`src/rtl/lock_if.sv`:
```
// Requester-side handshake bundle for lock_ctrl: requests/releases in, lock commands and grants out.
interface lock_if #(
  parameter int NUM_REQ = 4
);
  logic [NUM_REQ-1:0] req;
  logic [NUM_REQ-1:0] done;
  logic [NUM_REQ-1:0] grant;
  logic               open;
  logic               close;
  logic               busy;
  logic               timeout;

  modport master (
    output req, done,
    input  grant, open, close, busy, timeout
  );

  modport slave (
    input  req, done,
    output grant, open, close, busy, timeout
  );
endinterface

```
`src/rtl/lock_ctrl.sv`:
```
// Round-robin lock arbiter: open -> grant -> close sequence per winner, all outputs registered.
// Optional grant hold timer compiled in with LOCK_CTRL_TIMEOUT_EN.
module lock_ctrl #(
  parameter int NUM_REQ     = 4,
  parameter int HOLD_CYCLES = 8
) (
  input logic   clk,
  input logic   rst,
  lock_if.slave bus
);

  localparam int IW = $clog2(NUM_REQ);

  typedef enum logic [2:0] {
    IDLE,
    OPEN,
    WAIT_OPEN,
    GRANT,
    CLOSE,
    WAIT_CLOSE
  } state_t;

  state_t          state;
  logic [IW-1:0]   last_winner;
  logic [IW-1:0]   winner;
  logic [IW-1:0]   pick;
  logic            found;
  logic            rel;

  function automatic logic [IW-1:0] rr_idx(input logic [IW-1:0] base, input int off);
    int s;
    s = int'(base) + off;
    if (s >= NUM_REQ) s = s - NUM_REQ;
    return IW'(s);
  endfunction

  // Search starts one past the last winner, so the last winner has lowest priority.
  always_comb begin
    pick  = last_winner;
    found = 1'b0;
    for (int i = 1; i <= NUM_REQ; i++) begin
      if (!found && bus.req[rr_idx(last_winner, i)]) begin
        pick  = rr_idx(last_winner, i);
        found = 1'b1;
      end
    end
  end

  assign rel = bus.done[winner] | ~bus.req[winner];

`ifdef LOCK_CTRL_TIMEOUT_EN
  localparam logic [7:0] HOLD_LAST = 8'(HOLD_CYCLES - 1);
  logic [7:0] hold_cnt;
  logic       timeout_q;
  assign bus.timeout = timeout_q;
`else
  logic unused_hold;
  assign unused_hold = ^8'(HOLD_CYCLES);
  assign bus.timeout = 1'b0;
`endif

  always_ff @(posedge clk) begin
    if (rst) begin
      state       <= IDLE;
      last_winner <= IW'(NUM_REQ - 1);
      winner      <= '0;
      bus.grant   <= '0;
      bus.open    <= 1'b0;
      bus.close   <= 1'b0;
      bus.busy    <= 1'b0;
`ifdef LOCK_CTRL_TIMEOUT_EN
      hold_cnt    <= 8'd0;
      timeout_q   <= 1'b0;
`endif
    end else begin
      bus.open  <= 1'b0;
      bus.close <= 1'b0;
`ifdef LOCK_CTRL_TIMEOUT_EN
      timeout_q <= 1'b0;
`endif
      case (state)
        IDLE: begin
          if (|bus.req) begin
            state       <= OPEN;
            winner      <= pick;
            last_winner <= pick;
            bus.open    <= 1'b1;
            bus.busy    <= 1'b1;
          end
        end
        OPEN: state <= WAIT_OPEN;
        WAIT_OPEN: begin
          state     <= GRANT;
          bus.grant <= {{(NUM_REQ-1){1'b0}}, 1'b1} << winner;
`ifdef LOCK_CTRL_TIMEOUT_EN
          hold_cnt  <= 8'd0;
`endif
        end
        GRANT: begin
          // A release in the expiry cycle wins, so timeout stays low then.
          if (rel) begin
            state     <= CLOSE;
            bus.grant <= '0;
            bus.close <= 1'b1;
          end
`ifdef LOCK_CTRL_TIMEOUT_EN
          else if (hold_cnt == HOLD_LAST) begin
            state     <= CLOSE;
            bus.grant <= '0;
            bus.close <= 1'b1;
            timeout_q <= 1'b1;
          end else begin
            hold_cnt  <= hold_cnt + 8'd1;
          end
`endif
        end
        CLOSE: state <= WAIT_CLOSE;
        WAIT_CLOSE: begin
          state    <= IDLE;
          bus.busy <= 1'b0;
        end
        default: state <= IDLE;
      endcase
    end
  end

endmodule

```
`src/flat_wrapper.sv`:
```
// flat-port wrapper written by rule: the top's interface ports become plain ports
module lock_ctrl_flat 
#(
  parameter int NUM_REQ     = 4,
  parameter int HOLD_CYCLES = 8
)
  (clk, rst, bus_req, bus_done, bus_grant, bus_open, bus_close, bus_busy, bus_timeout);
  lock_if #(.NUM_REQ(NUM_REQ)) bus_i ();
  input logic clk;
  input logic rst;
  input wire logic [$bits(bus_i.req)-1:0] bus_req;
  input wire logic [$bits(bus_i.done)-1:0] bus_done;
  output wire logic [$bits(bus_i.grant)-1:0] bus_grant;
  output wire logic [$bits(bus_i.open)-1:0] bus_open;
  output wire logic [$bits(bus_i.close)-1:0] bus_close;
  output wire logic [$bits(bus_i.busy)-1:0] bus_busy;
  output wire logic [$bits(bus_i.timeout)-1:0] bus_timeout;
  assign bus_i.req = bus_req;
  assign bus_i.done = bus_done;
  assign bus_grant = bus_i.grant;
  assign bus_open = bus_i.open;
  assign bus_close = bus_i.close;
  assign bus_busy = bus_i.busy;
  assign bus_timeout = bus_i.timeout;
  lock_ctrl #(.NUM_REQ(NUM_REQ), .HOLD_CYCLES(HOLD_CYCLES)) u_core (.clk(clk), .rst(rst), .bus(bus_i));
endmodule
```
`config.mk`:
```
export PLATFORM = sky130hd
export DESIGN_NAME = lock_ctrl_flat
export DESIGN_NICKNAME = d
export VERILOG_FILES = /design/src/rtl/lock_if.sv /design/src/rtl/lock_ctrl.sv /design/src/flat_wrapper.sv
export SDC_FILE = /design/constraint.sdc
export NUM_CORES = 1
export LEC_CHECK = 0
export CAP_MARGIN = 10
export CORE_MARGIN = 2
export CORE_UTILIZATION = 25
export DETAILED_ROUTE_END_ITERATION = 7
export PLACE_DENSITY_LB_ADDON = 0.12
export SLEW_MARGIN = 20
export SYNTH_ARGS = -nofsm -noshare
export SYNTH_HDL_FRONTEND = slang
export SYNTH_SLANG_ARGS = --single-unit
```
`constraint.sdc`:
```
create_clock -name clk -period 3.06 [get_ports clk]
set_input_delay 0.765 -clock clk [delete_from_list [all_inputs] [get_ports clk]]
set_output_delay 0.765 -clock clk [all_outputs]
set_load 0.02 [all_outputs]
```
==> flow_metrics.env <==
export IMPL_path_max_fanout=7
export IMPL_insertion_delay_ns=0.27
export IMPL_cp_buffers_inverters=1
export IMPL_crit_path_start_kind="input pin"
export IMPL_cp_slowest_stage_delay_ns=0.57
export IMPL_timing_hold_worst_class="reg2reg"
export IMPL_ir_worst_vdd_mv=0.226
export IMPL_cts_resized=0
export IMPL_grt_antenna_before_repair=0
export IMPL_row_count=19
export IMPL_synth_top_cell_area_share_pct=39.8
export IMPL_worst_path_most_repeated_cell="nor4_1"
export IMPL_design_power_total_uw=509
export IMPL_worst_path_max_delay_cell="clkdlybuf4s50_1"
export IMPL_ys_warnings_count=0
export IMPL_synth_top_family_by_area="simple AND/OR/NAND/NOR gates"
export IMPL_r2r_start="u_core.state[2]$_SDFFE_PP0P_"
export IMPL_critPathCaptureType="flip-flop"
export IMPL_power_density_cell_area_nw_per_um2=572
export IMPL_cts_clk_slew_worst_paths_ns=0.08
export IMPL_drc=0
export IMPL_floorplan_io_pins=18
export IMPL_post_synth_inst_count=81
export IMPL_synth_top_cells_by_area="dfxtp_1, a21oi_1, nor3_1"
export IMPL_wl_per_cell_um=11.9
export IMPL_wl_um=1470
export IMPL_final_hold_viol_count=0
export IMPL_crit_type="in2reg"
export IMPL_cts_setup_buffers=0
export IMPL_timing_hold_worst_path_depth=1
export IMPL_worst_ep_arrival_time_ns=2.45
export IMPL_gpl_final_weighted_congestion=0.733
export IMPL_tritoncts_num_sinks=14
export IMPL_min_to="u_core.bus.grant[0]$_SDFFE_PP0P_"
export IMPL_clock_tree_from_tritoncts="yes"
export IMPL_cts_htree_levels=1
export IMPL_area_growth_synth_to_final_pct=26.3
export IMPL_syn_nets=91
export IMPL_synthDominantAreaCellType="dfxtp_1"
export IMPL_period_needed_ns=2.29
export IMPL_grt_pass1_vias=597
export IMPL_finalSetupViolCount=0
export IMPL_final_net_count=105
export IMPL_yosysUniqueCellTypes=34
export IMPL_grt_overall_usage_pct=10.1
export IMPL_fin_skew_ns=0.00137
export IMPL_cellLeakagePower_nw=0.336
export IMPL_worst_hold_slack_ns=0.461
export IMPL_synth_area_per_cell_um2=8.70
export IMPL_initial_utilization_pct=26.0
export IMPL_yosys_cell_count_top_type="dfxtp_1"
export IMPL_simple_logic_cell_fraction_of_the_synthesized_area_pct=27.4
export IMPL_synth_edf_count=0
export IMPL_fp_dieArea_um2=3260
export IMPL_max_clock_freq_mhz=436
export IMPL_drt_iter0_drc=15
export IMPL_place_port_buffers=16
export IMPL_ant_nets=0
export IMPL_overflow=0
export IMPL_period_share_pct=75.0
export IMPL_yosys_register_bits=14
export IMPL_route_detailed_vias_per_inst=5.15
export IMPL_path_delay_family="simple AND/OR/NAND/NOR gates"
export IMPL_routed_via_count=638
export IMPL_worstPathCellList="clkdlybuf4s50_1, nor4_1, or4_4, nor4_1, o21bai_1"
export IMPL_totalNegativeSetupSlack_ns=0
export IMPL_required_ns=3.21
export IMPL_die_y_um=57.1
export IMPL_yosysSeqAreaShare_pct=39.8
export IMPL_yosys_area_share_xor_xnor_pct=0
export IMPL_design_core_area_um2=2710
export IMPL_timing_reg2reg_setup_slack_ns=1.42
export IMPL_grt_max_degree=13
export IMPL_max_slew_margin_rel_pct=56.8
export IMPL_synth_mux_area_fraction_pct=1.42
export IMPL_dp_hpwl_um=1140
export IMPL_numCtsBuffers=3
export IMPL_drt_pass1_iterations=4
export IMPL_top_cell_types_by_occurrence_after_synthesis="dfxtp_1, nand2_1, a21oi_1, nor3_1"
export IMPL_fp_dieW_um=57.1
export IMPL_synth_area_um2=704
export IMPL_diodes=0
export IMPL_grt_setup_unrepaired="no"
export IMPL_worst_pin_slew_ns=0.643
export IMPL_reported_max_cap_violation_count=0
export IMPL_first_pass_grt_wire_length_um=2500
export IMPL_post_synth_fa_ha_maj_area_fraction_pct=0
export IMPL_finalMaxSlewViolations=0
export IMPL_synth_compound_area_share_pct=22.6
export IMPL_cts_root_buffer_cell="clkbuf_4"
export IMPL_hold_buffers=0
export IMPL_hold_start="u_core.bus.grant[0]$_SDFFE_PP0P_"
export IMPL_share_of_layout_cells_above_drive_strength_1_pct=8.60
export IMPL_run_status="finished clean"
export IMPL_synth_flop_cell="dfxtp_1"
export IMPL_clock_path_buffers=2
export IMPL_worst_r2r_endpoint="u_core.last_winner[0]$_SDFFE_PP1P_"
export IMPL_postSynth_asyncResetShare_pct=0
export IMPL_timing_reg2reg_worst_path_depth=3
-- state kept, by name, indices dropped and copies added (netlist names) --
signal	flops
u_core.bus.close	1
u_core.last_winner	2
u_core.bus.grant	4
u_core.state	3
u_core.bus.busy	1
u_core.winner	2
u_core.bus.open	1
-- area by class of cell --
type	instances	area, µm²
Tap cell	31	38.8
Timing Repair Buffer	17	168
Fill cell	302	1820
Inverter	4	15.0
Clock buffer	3	22.5
Sequential cell	14	280
Multi-Input combinational cell	55	365
-- worst reg2reg max path, stage by stage (launching register included) --
cell and delay [ns]:
dfxtp_1 0.41, or4_4 0.59, nor4_1 0.40, o21bai_1 0.12
-- how the worst max path moves through the flow --
stage / startpoint / endpoint / cells past startpoint
after global routing: bus_req[3] / u_core.last_winner[0]$_SDFFE_PP1P_ / 5
final: bus_req[3] / u_core.last_winner[0]$_SDFFE_PP1P_ / 5
after global placement: bus_req[0] / u_core.last_winner[0]$_SDFFE_PP1P_ / 5
after CTS: bus_req[3] / u_core.last_winner[0]$_SDFFE_PP1P_ / 5
after detailed placement: bus_req[3] / u_core.last_winner[0]$_SDFFE_PP1P_ / 5
after floorplan: bus_req[1] / u_core.winner[1]$_SDFFE_PP0P_ / 4
-- layer usage --
layer,GRT usage [%],part of all wire (%),vias to the layer above
met1,12.6,48,305
li1,-,-,322
met3,2.72,3.7,2
met4,5.98,1.2,0
met2,15.8,47,9
met5,0,0,-
-- kinds of logic after synthesis --
family / Yosys count
other cells: 1
simple gates: 31
flops: 14
buf+inv: 12
mux: 1
compound gates: 22
-- report_power, final --
group          internal, mW  switching, mW
clock                0.0455         0.0535
sequential            0.212         0.0463
combinational        0.0793         0.0722
total                 0.337          0.172
-- metrics by stage --
step | instances | setup WS, ns | utilization (%) | cell area [µm²]
3_3_place_gp | 121 | 0.539 | 32.0 | 867
2_1_floorplan | 81 | 1.22 | - | 704
5_1_grt | 124 | 0.694 | 32.8 | 890
6_report | 124 | 0.766 | 32.8 | 890
4_1_cts | 124 | 0.768 | 32.8 | 890
3_5_place_dp | 121 | 0.484 | 32.0 | 867
-- cells in the final DEF, fill, tap and decap left out, drive strengths merged --
master,n
a2111o,1
a211oi,1
a21o,2
a21oi,6
a31oi,1
a32o,1
and4b,1
buf,1
clkbuf,3
clkdlybuf4s50,16
conb,1
dfxtp,14
inv,4
mux2i,1
nand2,6
nand2b,2
nand3b,1
nor2,4
nor3,5
nor3b,3
nor4,4
nor4b,1
nor4bb,2
o211a,1
o21ai,4
o21bai,1
o2bb2ai,2
o31ai,2
or3,1
or4,1
No activity file was read; power rests on OpenSTA's default activity.
